$ cat src/rtl/sd_card_emu.sv
// Purpose: SPI-mode SD card emulator. It decodes CMD0/8/16/17/41/55/58 and serves CMD17
//          block reads with a generated byte pattern.
// Latency: the response follows one 0xFF NCR byte, sent after the command's final bit.
//          CMD17 data follows one 0xFF NAC byte and the 0xFE start token.
// Backpressure: none. The host owns the clock. cs=1 on any rising edge aborts the transfer,
//          and the card state is retained.
// Ports: clk (SPI clock), rst (async, active-low), cs (active-low select), mosi (host
//        data in, MSB first), miso (card data out, MSB first, 1 when not transmitting).
module sd_card_emu #(
    parameter int          BLOCK_LEN = 512,
    parameter logic [31:0] OCR       = 32'hC0FF8000
) (
    input  logic clk,
    input  logic rst,
    input  logic cs,
    input  logic mosi,
    output logic miso
);
    localparam int CNT_W = $clog2(BLOCK_LEN + 1);

    typedef enum logic [2:0] {
        RX_WAIT, RX_CMD, TX_NCR, TX_RESP, TX_NAC, TX_TOKEN, TX_DATA, TX_CRC
    } state_t;

    state_t           state;
    logic             in_idle;
    logic             app_cmd;
    logic             prev_zero;    // previous sampled bit was 0 (first half of start sequence)
    logic [5:0]       rx_cnt;
    logic [17:0]      cmd_sh;       // {index[5:0], arg[11:0]}: the only command bits ever used
    logic [2:0]       bit_cnt;
    logic [7:0]       tx_byte;
    logic [39:0]      resp_buf;     // pending response bytes, left-aligned
    logic [2:0]       resp_left;    // bytes still queued in resp_buf after the current one
    logic             data_phase;
    logic [CNT_W-1:0] byte_cnt;
    logic             miso_q;
    logic             tx_en_q;
    logic             tx_state;
    logic             keep_bit;

    // Decoded command, evaluated while the final command bit is being sampled
    logic [5:0]  cmd_idx;
    logic [7:0]  r1;
    logic [39:0] dec_resp;
    logic [2:0]  dec_left;
    logic        dec_data;
    logic        dec_idle;
    logic        dec_app;

    assign tx_state = (state != RX_WAIT) && (state != RX_CMD);
    assign cmd_idx  = cmd_sh[17:12];
    assign r1       = {7'b0, in_idle};
    // Bit 0 of RX_CMD is index[5]. arg[11:0] arrives on bits 26..37. Other arg bits are dropped.
    assign keep_bit = (rx_cnt < 6'd6) || ((rx_cnt >= 6'd26) && (rx_cnt < 6'd38));

    always_comb begin
        dec_resp = {r1, 32'h0};
        dec_left = 3'd0;
        dec_data = 1'b0;
        dec_idle = in_idle;
        dec_app  = 1'b0;
        case (cmd_idx)
            6'd0: begin
                dec_resp = {8'h01, 32'h0};
                dec_idle = 1'b1;
            end
            6'd8: begin
                dec_resp = {(in_idle ? 8'h01 : 8'h00), 16'h0000, 4'h0, cmd_sh[11:8], cmd_sh[7:0]};
                dec_left = 3'd4;
            end
            6'd55: dec_app = 1'b1;
            6'd41: begin
                if (app_cmd) begin
                    dec_resp = 40'h0;
                    dec_idle = 1'b0;
                end else begin
                    dec_resp = {8'h04 | r1, 32'h0};
                end
            end
            6'd58: begin
                dec_resp = {r1, OCR};
                dec_left = 3'd4;
            end
            6'd16: dec_resp = {r1, 32'h0};
            6'd17: dec_data = ~in_idle;          // R1 is 0x01 and no data while IDLE
            default: dec_resp = {8'h04 | r1, 32'h0};
        endcase
    end

    always_ff @(posedge clk or negedge rst) begin
        if (!rst) begin
            state      <= RX_WAIT;
            in_idle    <= 1'b1;
            app_cmd    <= 1'b0;
            prev_zero  <= 1'b0;
            rx_cnt     <= 6'd0;
            cmd_sh     <= 18'd0;
            bit_cnt    <= 3'd0;
            tx_byte    <= 8'd0;
            resp_buf   <= 40'd0;
            resp_left  <= 3'd0;
            data_phase <= 1'b0;
            byte_cnt   <= '0;
        end else if (cs) begin
            state     <= RX_WAIT;
            prev_zero <= 1'b0;
            rx_cnt    <= 6'd0;
            bit_cnt   <= 3'd0;
            byte_cnt  <= '0;
        end else begin
            case (state)
                RX_WAIT: begin
                    prev_zero <= ~mosi;
                    if (prev_zero && mosi) begin
                        state     <= RX_CMD;
                        rx_cnt    <= 6'd0;
                        prev_zero <= 1'b0;
                    end
                end
                RX_CMD: begin
                    if (keep_bit) cmd_sh <= {cmd_sh[16:0], mosi};
                    rx_cnt <= rx_cnt + 6'd1;
                    if (rx_cnt == 6'd45) begin
                        state      <= TX_NCR;
                        rx_cnt     <= 6'd0;
                        bit_cnt    <= 3'd0;
                        tx_byte    <= 8'hFF;
                        resp_buf   <= dec_resp;
                        resp_left  <= dec_left;
                        data_phase <= dec_data;
                        in_idle    <= dec_idle;
                        app_cmd    <= dec_app;
                    end
                end
                default: begin
                    bit_cnt <= bit_cnt + 3'd1;
                    if (bit_cnt == 3'd7) begin
                        case (state)
                            TX_NCR: begin
                                state    <= TX_RESP;
                                tx_byte  <= resp_buf[39:32];
                                resp_buf <= {resp_buf[31:0], 8'h00};
                            end
                            TX_RESP: begin
                                if (resp_left != 3'd0) begin
                                    tx_byte   <= resp_buf[39:32];
                                    resp_buf  <= {resp_buf[31:0], 8'h00};
                                    resp_left <= resp_left - 3'd1;
                                end else if (data_phase) begin
                                    state   <= TX_NAC;
                                    tx_byte <= 8'hFF;
                                end else begin
                                    state <= RX_WAIT;
                                end
                            end
                            TX_NAC: begin
                                state   <= TX_TOKEN;
                                tx_byte <= 8'hFE;
                            end
                            TX_TOKEN: begin
                                state    <= TX_DATA;
                                tx_byte  <= cmd_sh[7:0];
                                byte_cnt <= '0;
                            end
                            TX_DATA: begin
                                if (byte_cnt == CNT_W'(BLOCK_LEN - 1)) begin
                                    state    <= TX_CRC;
                                    tx_byte  <= 8'hFF;
                                    byte_cnt <= '0;
                                end else begin
                                    byte_cnt <= byte_cnt + CNT_W'(1);
                                    tx_byte  <= tx_byte + 8'd1;   // pattern wraps at 256
                                end
                            end
                            TX_CRC: begin
                                if (byte_cnt == '0) begin
                                    byte_cnt <= CNT_W'(1);
                                    tx_byte  <= 8'hFF;
                                end else begin
                                    state    <= RX_WAIT;
                                    byte_cnt <= '0;
                                end
                            end
                            default: state <= RX_WAIT;
                        endcase
                    end
                end
            endcase
        end
    end

    // miso changes on the falling edge so the host can sample it on the next rising edge
    always_ff @(negedge clk or negedge rst) begin
        if (!rst) begin
            miso_q  <= 1'b1;
            tx_en_q <= 1'b0;
        end else begin
            tx_en_q <= tx_state;
            miso_q  <= tx_byte[~bit_cnt];
        end
    end

    assign miso = cs | ~tx_en_q | miso_q;

endmodule

$ cat config.mk
export PLATFORM = sky130hd
export DESIGN_NAME = sd_card_emu
export DESIGN_NICKNAME = d
export VERILOG_FILES = /design/src/rtl/sd_card_emu.sv
export SDC_FILE = /design/constraint.sdc
export NUM_CORES = 1
export LEC_CHECK = 0
export BUFFER_PORTS_ARGS = -buffer_cell sky130_fd_sc_hd__buf_2
export CAP_MARGIN = 20
export CELL_PAD_IN_SITES_DETAIL_PLACEMENT = 1
export CELL_PAD_IN_SITES_GLOBAL_PLACEMENT = 1
export CORE_ASPECT_RATIO = 0.8
export CORE_MARGIN = 5
export CORE_UTILIZATION = 45
export DETAILED_ROUTE_END_ITERATION = 6
export PLACE_DENSITY = 0.77
export SETUP_SLACK_MARGIN = 0.4
export SLEW_MARGIN = 20
export SYNTH_ARGS = -nofsm -noshare
export SYNTH_HDL_FRONTEND = slang
export SYNTH_SLANG_ARGS = --single-unit
$ cat constraint.sdc
create_clock -name clk -period 2.2 [get_ports clk]
set_input_delay 0 -clock clk [delete_from_list [all_inputs] [get_ports clk]]
set_output_delay 0 -clock clk [all_outputs]
set_load 0.01 [all_outputs]
# Yosys cells after proc, flatten, opt, wreduce, memory -nomap -nowiden
# Cells that the tools add are included.
dict set report classes {
  div 0
  mux 54
  add_sub_neg 5
  n_lt_le_gt_ge 4
  shift 0
  n_eq_ne 29
  mul 0
  n_reduce_logical 33
  bitwise 8
}
# operator count
set op_table {}
lappend op_table {{$pmux W35 S5} 1}
lappend op_table {{$pmux W40 S2} 2}
lappend op_table {{$mux W40} 3}
lappend op_table {{$mux W8} 6}
lappend op_table {{$pmux W8 S6} 1}
lappend op_table {{$mux W3} 15}
lappend op_table {{$mux W10} 4}
lappend op_table {{$mux W35} 1}
lappend op_table {{$pmux W10 S3} 1}
lappend op_table {{$eq A6 B6 Y1 const B} 4}
lappend op_table {{$mux W6} 3}
lappend op_table {{$pmux W3 S2} 3}
lappend op_table {{$pmux W3 S6} 1}
lappend op_table {{$reduce_and A6 Y1} 3}
lappend op_table {{$pmux W8 S2} 1}
lappend op_table {{$eq A3 B3 Y1 const B} 5}
lappend op_table {{$eq A6 B5 Y1 const B} 2}
lappend op_table {{$pmux W6 S2} 1}
lappend op_table {{$reduce_bool A2 Y1} 6}
lappend op_table {{$reduce_bool A3 Y1} 4}
lappend op_table {{$add A10 B1 Y10 const B} 1}
lappend op_table {{$eq A10 B9 Y1 const B} 1}
lappend op_table {{$logic_not A10 Y1} 1}
lappend op_table {{$ne A5 B5 Y1 const B} 2}
lappend op_table {{other kinds (36)} 61}
dict set report totals {
  elab_cells 147
  romBits 0
  in_bits 4
  ff_bits 97
  output_inout_bits 1
  latch_bits 0
  memories 0
  mem_bits_rw 0
}

# Logic depth before layout (Yosys ltp)
# Gate-level depths: netlist (run 1).
dict set report depth {
  depth_word 6
  depth_mapped 8
  depth_no_buf 7
}

==> results of run 1 <==
==> flip-flops by register name, summed over array words and instances, names as in the netlist, 3 cells and up <==
name and cells:
resp_buf 40, cmd_sh 18, byte_cnt 10, tx_byte 8
rx_cnt 6, bit_cnt 3, resp_left 3, state 3
==> stage by stage <==
stage / power [mW] / setup WS, ns
after floorplan: 2.28 / -0.126
after global placement: 2.43 / -0.105
after detailed placement: 2.46 / -0.160
after CTS: 4.06 / -0.0924
after global routing: 4.29 / -0.112
final: 4.15 / -0.0909
==> final cells by class <==
type | instances | area share
Multi-Input combinational cell | 377 | 0.407
Sequential cell | 97 | 0.368
Timing Repair Buffer | 83 | 0.145
Clock buffer | 11 | 0.0382
Tap cell | 144 | 0.0272
Inverter | 15 | 0.00850
Clock inverter | 6 | 0.00642
==> worst max path at each step <==
stage	start	to	cells after the start
floorplan	bit_cnt[0]	miso_q	2
global placement	bit_cnt[1]	miso_q	2
detailed placement	bit_cnt[1]	miso_q	2
CTS	bit_cnt[1]	miso_q	2
global route	bit_cnt[0]	miso_q	2
finish	bit_cnt[1]	miso_q	2
==> cells by family after synthesis <==
family | after synthesis | share of synthesized area
flip-flops | 97 | 0.486
XOR/XNOR | 3 | 0.00526
AND/OR/NAND/NOR | 189 | 0.192
AO/OA/AOI/OAI | 153 | 0.197
multiplexers | 23 | 0.0561
buffers and inverters | 44 | 0.0413
adder cells (fa/ha/maj) | 9 | 0.0225
==> layer usage <==
layer / GRT usage / share of wire / vias up / wire, um
met4: 0.0682 / 0.041 / 0 / 749
met1: 0.325 / 0.41 / 2417 / 7630
met2: 0.379 / 0.48 / 232 / 8880
met3: 0.0436 / 0.067 / 76 / 1230
met5: 0 / 0 / - / 0
li1: - / - / 2021 / -
==> timing repair <==
item,4_1_cts,5_1_grt
endpoints found under the hold margin,96,0
buffers inserted,25,7
gates resized for setup,81,39
gates cloned,8,9
hold buffers,3,0
setup endpoints to repair,82,88
pin swaps,15,7
==> power by group <==
part,leakage (nW),internal [mW],switching [mW]
sequential,1.32,1.89,0.163
combinational,1.42,0.236,0.299
clock,0.149,0.838,0.720
==> placed cells by master (no fill, tap or decap), drive strengths merged, types with 11 or more instances in the layout <==
| cell | instances |
|---|---|
| nor2 | 18 |
| dfrtp | 94 |
| buf | 73 |
| a21oi | 32 |
| and3 | 13 |
| nand3 | 14 |
| mux2 | 20 |
| nand2 | 92 |
| o21ai | 62 |
| nor3 | 11 |
| clkbuf | 18 |
| inv | 17 |
==> critical path: stages, from the launching register on <==
cell and delay, ns:
dfrtp_1 0.38, mux4_2 0.52, mux2_4 0.28
==> impl_results.md, run 1 <==
- EDFF count, synth: 0
- Hold Path Origin: cs
- First drt pass iteration count: 5
- Hold Violations, Final: 0
- Fin worst setup slack: -0.0909 ns
- R2R cell count: 2
- Setup Skew: 0.0623 ns
- Fillcell total: 1192
- Top cell type's share of synthesized area: 0.471
- Syn nets: 531
- Final GP Congestion: 0.807
- Crit. End Element: flip-flop
- Post-detailed-route count of antenna-violating nets: 0
- Clock-pin slew on the worst setup and hold paths: 0.07 ns
- Syn Area/Cell: 9.65 sq um
- Relative slew slack: 0.443
- Pwr dens: between 600 and 700 nW/um^2
- Placed insts: 665
- Clock tree root driver cell: clkbuf_16
- Clk buf depth: 2
- Synthesis Warnings: 0
- Final WL: 18500 um
- MaxCap Viol Count: 0
- Total CTS buffers: 9
- Synth cell types: 67
- First-pass GRT wire length: 25000 um
- Num Clock Sinks: 97
- Average routed wire per standard cell: 25.2 um
- Fin cells: 733
- Core area: 10900 sq um
- Mapped Cells: 518
- DRT iter0 DRCs: 383
- Multi-input logic area: 2690 sq um
- Cell area after placement: between 5000 and 6000 sq um
- Endpoints failing setup: 2
- Final HPWL DP: 8610 um
- Total number of vias: 4746
- FF-to-FF End: miso_q
- Leading cell type by number of instances after synthesis: dfrtp_1
- Flop2flop setup slack: -0.09 ns
- Antenna violations before repair: 0
- Hold path cells: 2
- Hold Path End: state[1]
- Core Util, Final: 0.608
- Area grow syn2layout: 32.5%
- Die height: around 100 um
- RR Startpoint: bit_cnt[1]
- ANT cells: 0
- Share of post-route cells with drive strength above 1: 0.321
- Peak supply drop: between 0.4 and 0.5 mV
- FP Rows: 34
- DIE AREA: 13300 sq um
- Worst EP arrival: about 1.5 ns
- Lkg Pwr: 2.89 nW
- Setup TNS: -0.108 ns
- GRT Residual Overflow: 0
- Flops & latches, synth: 97
- Least-Margin Pin Slew: approximately 0.84 ns
- IO buf count: 4
- Synth area leaders: dfrtp_1 47%, nand2_1 6.9%, o21ai_0 5.5%, mux2_2 4.5%, a21oi_1 3.0%
- CP Class: flip-flop to flip-flop
- # IOs: 5
- Reg area: 2430 sq um
- Hold WS: approximately 0.059 ns
- HP Class: input port to flip-flop
- CP required: ~1.4 ns
- Failing checks: setup timing
- Cell taking the most area after synthesis: dfrtp_1
- Vias per cell: around 6.5
- CTS tree: yes
- Fin area: 6620 sq um
- Prevailing post-synth register cell: dfrtp_1
- Nets: 597
- Ys async rst share: 1.00
- Total Routing Usage GR: 0.236
- Initial Utilization: 0.459
- CP Launch Type: flip-flop
- Pin count of the biggest net entering global routing: 65
- Clk Latency, worst-skew pair: 0.41 ns
- Slew Limit Fails: 0
- Vias in the first global route: 4699
- DRC Markers: 0
- Die X: 128 um
- Cell Area, Synth: 5000 sq um
- Worst-path maximum fanout: 2
- RSZ-0062 raised after global routing: true
- H-tree Lvls: 3
- Status: finished with violations
- Top cells by count, synth: 94 x dfrtp_1, 92 x nand2_1, 55 x o21ai_0
- Sequential share of the synthesized area: 0.486
(Power assumes the default switching activity.)
==> run 2, diff against run 1 <==
--- a/config.mk
+++ b/config.mk
@@ -14,6 +14,7 @@
 export CORE_UTILIZATION = 45
 export DETAILED_ROUTE_END_ITERATION = 6
 export PLACE_DENSITY = 0.77
+export RECOVER_POWER = 100
 export SETUP_SLACK_MARGIN = 0.4
 export SLEW_MARGIN = 20
 export SYNTH_ARGS = -nofsm -noshare
==> impl_results.md, run 2 (same netlist as run 1, synthesis figures left out) <==
- Initial Utilization: 0.459 (unchanged)
- Post-detailed-route count of antenna-violating nets: 0 (unchanged)
- Fin worst setup slack: -0.0913 ns (-0.000379 ns)
- Peak supply drop: 0.407 mV (-0.61%)
- GRT Residual Overflow: 0 (unchanged)
- Hold WS: 0.0643 ns (+0.00559 ns)
- # IOs: 5 (unchanged)
- Pin count of the biggest net entering global routing: 65 (unchanged)
- Total Routing Usage GR: 0.236 (unchanged)
- DIE AREA: 13300 sq um (unchanged)
- Cell area after placement: 5280 sq um (unchanged)
- Final HPWL DP: 8610 um (unchanged)
- CP required: 2.46 ns (+1.03 ns)
- ANT cells: 0 (unchanged)
- Endpoints failing setup: 14 (+12)
- DRC Markers: 0 (unchanged)
- Average routed wire per standard cell: 25.3 um (+0.34%)
- Worst EP arrival: 2.55 ns (+1.03 ns)
- Antenna violations before repair: 0 (unchanged)
- Total number of vias: 4763 (+0.36%)
- CP Class: flip-flop to flip-flop
- Slew Limit Fails: 95 (+95)
- Clock tree root driver cell: clkbuf_16
- Min Clock Period, post-route: 2.29 ns
- Critical Path Max Stage Delay: 0.41 ns (-0.11 ns)
- Die height: 104 um (unchanged)
- RR Startpoint: bit_cnt[0]
- Clk buf depth: 2 (unchanged)
- Status: finished with violations
- Top reg by flops: resp_buf
- HP Class: input port to flip-flop
- RSZ-0062 raised after global routing: true
- Pwr dens: 636 nW/um^2 (+1.5%)
- Core area: 10900 sq um (unchanged)
- FP Rows: 34 (unchanged)
- Hold Violations, Final: 0 (unchanged)
- Worst-path maximum fanout: 7 (+5)
- IO buf count: 4 (unchanged)
- Worst path cell trace: buf_6, ha_2, ha_4, buf_4, nand2_2, a21oi_4, o21ai_2, buf_12, clkbuf_16, nand2_1, o21ai_1
- Clk Latency, worst-skew pair: 0.41 ns (about the same)
- DRT iter0 DRCs: 427 (+11%)
- Max reg flops: 40 (unchanged)
- Highest Clock Rate: 436 MHz
- Relative slew slack: -0.124 (-0.567)
- Crit share post-route: 1.04
- CTS tree: yes
- Slowest stage cell, crit path: dfrtp_1
- Vias in the first global route: 4699 (unchanged)
- Crit. End Element: flip-flop
- Failing checks: capacitance limit, slew limit, setup timing
- First-pass GRT wire length: 25000 um (unchanged)
- Num Clock Sinks: 97 (unchanged)
- Total CTS buffers: 9 (unchanged)
- Setup WS pre-CTS: -0.160 ns (unchanged)
- Largest regs: resp_buf (40), cmd_sh (18), byte_cnt (10)
- Nets: 597 (unchanged)
- Most common cell after layout, fill and taps aside: dfrtp_1
- MaxCap Viol Count: 2 (+2)
- Most frequent cells in the layout: 92 x dfrtp_1, 90 x nand2_1, 45 x buf_4, 30 x o21ai_0, 27 x a21oi_1
- Fin area: 6490 sq um (-1.9%)
- Setup Skew: 0.0632 ns (+0.000923 ns)
- Fillcell total: 1200 (+0.67%)
- First drt pass iteration count: 5 (unchanged)
- Design Power: 4.13 mW (-0.45%)
- H-tree Lvls: 3 (unchanged)
- Die X: 128 um (unchanged)
- Share of post-route cells with drive strength above 1: 0.292 (-0.0289)
- Least-Margin Pin Slew: 1.69 ns (+0.850 ns)
- Vias per cell: 6.50 (+0.36%)
- Clock-pin slew on the worst setup and hold paths: 0.08 ns (about the same)
- Hold Path Origin: cs
- Final WL: 18500 um (+0.34%)
- CP Launch Type: flip-flop
- Area grow syn2layout: 30.0%
- Final GP Congestion: 0.807 (unchanged)
- Lkg Pwr: 2.84 nW (-1.9%)
- CP Launch Point: bit_cnt[0]
==> run 2: cell count changes in the layout (fill, tap and decap cells not counted), sizes merged <==
cell    delta
buf        -8
clkbuf     +8
==> run 2: critical path: cells and delay by family, from the launching register on <==
| kind | cells | cell delay (ns) |
|---|---|---|
| and+or+nand+nor | 2 | 0.21 |
| adders and majority gates | 2 | 0.39 |
| buffers and inverters | 4 | 0.67 |
| AOI/OAI and AO/OA | 3 | 0.53 |
| DFF | 1 | 0.41 |
==> run 2: repair_timing <==
| item | in CTS | in global routing |
|---|---|---|
| endpoints found under the setup margin | 82 | 88 |
| buffers inserted | 25 | 7 |
| gates resized for setup | 81 | 39 |
| gates cloned | 8 | 9 |
| hold buffers | 3 | 0 |
| pin swaps | 15 | 7 |
| endpoints found under the hold margin | 96 | 0 |
==> run 2: layout make-up <==
| class | instances | area [sq um] | share of cell area |
|---|---|---|---|
| Multi-Input combinational cell | 377 | 2590 | 0.399 |
| Tap cell | 144 | 180 | 0.0277 |
| Clock inverter | 6 | 42.5 | 0.00655 |
| Timing Repair Buffer | 83 | 940 | 0.145 |
| Clock buffer | 11 | 253 | 0.0389 |
| Sequential cell | 97 | 2430 | 0.374 |
| Inverter | 15 | 56.3 | 0.00867 |
==> run 2: per-layer routing <==
metal	vias to the layer above	track usage	routed length, um
li1	2023	-	-
met1	2440	0.325	7660
met2	228	0.379	8910
met3	72	0.0436	1220
met4	0	0.0682	754
met5	-	0	0
==> run 2: path summary, 6_finish.rpt <==
| check | to | slack (ns) | cells after the start |
|---|---|---|---|
| worst max-delay path | resp_buf[13] | -0.09 | 11 |
| worst min-delay path | state[1] | 0.06 | 2 |
| worst max register to register | resp_buf[13] | -0.09 | 11 |
| worst min register to register | resp_buf[28] | 0.49 | 2 |
| max in group asynchronous | state[0] | 0.30 | 3 |
| min in group asynchronous | byte_cnt[8] | 0.58 | 3 |
==> run 2: through the flow <==
stage | setup TNS [ns] | util | instances
6_report | -0.549 | 0.596 | 733
5_1_grt | -3.34 | 0.596 | 733
4_1_cts | -0.128 | 0.572 | 717
3_5_place_dp | -0.160 | 0.485 | 665
3_3_place_gp | -0.105 | 0.485 | 665
2_1_floorplan | -0.126 | - | 518
==> run 2: power breakdown <==
| group | switching, mW | internal, mW | total [mW] | leakage [nW] |
|---|---|---|---|---|
| Clock | 0.721 | 0.838 | 1.56 | 0.149 |
| Combinational | 0.292 | 0.225 | 0.517 | 1.36 |
| Sequential | 0.163 | 1.89 | 2.06 | 1.33 |
| Total | 1.18 | 2.96 | 4.13 | 2.84 |
==> run 3, diff against run 2 <==
--- a/config.mk
+++ b/config.mk
@@ -13,7 +13,7 @@
 export CORE_MARGIN = 5
 export CORE_UTILIZATION = 45
 export DETAILED_ROUTE_END_ITERATION = 6
-export PLACE_DENSITY = 0.77
+export PLACE_DENSITY_LB_ADDON = 0.12
 export RECOVER_POWER = 100
 export SETUP_SLACK_MARGIN = 0.4
 export SLEW_MARGIN = 20
==> impl_results.md, run 3 (same netlist as run 1, synthesis figures left out) <==
- Status: finished with violations
- Failing checks: setup timing
- Most common cell after layout, fill and taps aside: nand2_1
- Clk Latency, worst-skew pair: 0.40 ns (about the same)
- Final GP Congestion: 0.814 (+0.85%)
- First-pass GRT wire length: 24000 um (-3.9%)
- Area grow syn2layout: 22.9%
- GRT Residual Overflow: 0 (unchanged)
- Clock-pin slew on the worst setup and hold paths: 0.07 ns (about the same)
- DRC Markers: 0 (unchanged)
- Vias in the first global route: 4448 (-5.3%)
- HP Class: input port to flip-flop
- Hold Violations, Final: 0 (unchanged)
- Total Routing Usage GR: 0.224 (-0.0120)
- MaxCap Viol Count: 0 (-2)
- Clock tree root driver cell: clkbuf_16
- Clock power share: 0.414 (+0.037)
- Design Power: 4.19 mW (+1.4%)
- Comb power frac: 0.104 (-0.021)
- Hold path cells: 2 (unchanged)
- R2R cell count: 8 (-3)
- Die height: 104 um (unchanged)
- Fin cells: 716 (-2.3%)
- Die X: 128 um (unchanged)
- Hold WS: 0.0506 ns (-0.0137 ns)
- DIE AREA: 13300 sq um (unchanged)
- Worst EP arrival: 2.57 ns (+0.02 ns)
- Least-Margin Pin Slew: 0.931 ns (-0.755 ns)
- Cell area after placement: 5290 sq um (+0.14%)
- Placed insts: 666 (+0.15%)
- CTS tree: yes
- Lkg Pwr: 2.64 nW (-6.9%)
- Most frequent cells in the layout: 91 x nand2_1, 87 x dfrtp_1, 42 x o21ai_0, 37 x buf_4, 25 x a21oi_1
- Pint: 3.12 mW (+5.5%)
- Seq pwr share: 0.482 (-0.016)
- Vias per cell: 6.03 (-7.2%)
- Switching share of power: 0.255 (-0.0292)
- Core area: 10900 sq um (unchanged)
- Setup TNS: -0.262 ns (+0.287 ns)
- Fin area: 6140 sq um (-5.5%)
- FP Rows: 34 (unchanged)
- CP Launch Type: flip-flop
- Clk buf depth: 2 (unchanged)
- Antenna violations before repair: 0 (unchanged)
- CP required: 2.43 ns (-0.03 ns)
- Worst-path maximum fanout: 20 (+13)
- H-tree Lvls: 3 (unchanged)
- Average routed wire per standard cell: 21.3 um (-16%)
- Post-detailed-route count of antenna-violating nets: 0 (unchanged)
- Initial Utilization: 0.459 (unchanged)
- Pwr dens: 683 nW/um^2 (+7.3%)
- RSZ-0062 raised after global routing: true
- Crit share post-route: 1.07 (+0.0242)
- Peak supply drop: 0.479 mV (+18%)
- Max reg flops: 40 (unchanged)
- Pin count of the biggest net entering global routing: 67 (+3.1%)
- Largest regs: resp_buf (40), cmd_sh (18), byte_cnt (10)
- Endpoints failing setup: 4 (-10)
- Core Util, Final: 0.564 (-0.0326)
- Share of post-route cells with drive strength above 1: 0.250 (-0.0420)
- ANT cells: 0 (unchanged)
- Total CTS buffers: 9 (unchanged)
- Nets: 580 (-2.8%)
- Final HPWL DP: 8670 um (+0.71%)
- # IOs: 5 (unchanged)
- Psw: 1.07 mW (-9.0%)
- Setup Skew: 0.0613 ns (-0.00198 ns)
- Fin worst setup slack: -0.145 ns (-0.0532 ns)
- Setup WS pre-CTS: -0.129 ns (+0.0311 ns)
- Num Clock Sinks: 97 (unchanged)
- Top reg by flops: resp_buf
- Min Clock Period, post-route: 2.34 ns (+0.0532 ns)
- CP Class: flip-flop to flip-flop
- IO buf count: 4 (unchanged)
- Fillcell total: 1257 (+4.8%)
- Slew Limit Fails: 0 (-100%)
- Highest Clock Rate: 427 MHz (-2.3%)
- Total number of vias: 4316 (-9.4%)
- Crit. End Element: flip-flop
- Relative slew slack: 0.380 (+0.503)
- First drt pass iteration count: 4 (-1)
- Final WL: 15300 um (-18%)
- DRT iter0 DRCs: 244 (-43%)
run 3: cell count changes in the layout (fill, tap and decap cells not counted), sizes merged:
cell,change
buf,-17
bufbuf,+1
clkinvlp,+2
bufinv,+2
dlygate4sd3,-1
inv,-2
clkinv,-3
dlymetal6s4s,+1
run 3: timing repair:
action	4_1_cts	5_1_grt
resized for setup	69	33
setup endpoints to repair	82	65
pin swaps	10	2
buffers inserted	22	3
endpoints found under the hold margin	31	0
cloned	5	2
hold buffers	2	0
run 3: routing by layer:
metal | routed length [um] | track usage | vias to the layer above
met3 | 644 | 0.0477 | 27
met4 | 297 | 0.0462 | 0
met1 | 6950 | 0.324 | 2232
met2 | 7380 | 0.346 | 78
met5 | 0 | 0 | -
li1 | - | - | 1979
run 3: worst max-delay path, cell delays in order (launching register included):
cell and delay [ns]:
dfrtp_1 0.43, nand4b_1 0.24, nor4b_1 0.37, clkbuf_1 0.13
o21ai_1 0.10, dlymetal6s4s_1 0.33, buf_4 0.17, buf_16 0.15
o21ai_0 0.30
run 3: power by group through the flow:
stage | Clock, mW | Sequential, mW | Combinational [mW]
CTS | 1.76 | 2.02 | 0.431
finish | 1.74 | 2.02 | 0.434
global route | 1.85 | 2.04 | 0.476
floorplan | 0.00569 | 2.00 | 0.280
global placement | 0.00569 | 2.04 | 0.381
detailed placement | 0.00569 | 2.05 | 0.395
run 3: cell type report:
cell class | count | area, sq um | area share
Clock buffer | 12 | 246 | 0.0401
Clock inverter | 5 | 80.1 | 0.0130
Inverter | 15 | 57.6 | 0.00937
Multi-Input combinational cell | 377 | 2510 | 0.409
Sequential cell | 97 | 2440 | 0.397
Tap cell | 144 | 180 | 0.0293
Timing Repair Buffer | 66 | 627 | 0.102
run 3: final timing paths:
path | from | end | slack [ns]
max | rx_cnt[4] | resp_buf[14] | -0.14
min | cs | bit_cnt[0] | 0.05
max reg2reg | rx_cnt[4] | resp_buf[14] | -0.14
min reg2reg | resp_buf[34] | resp_buf[34] | 0.48
max in group asynchronous | rst | tx_en_q | 0.39
min in group asynchronous | rst | byte_cnt[3] | 0.28
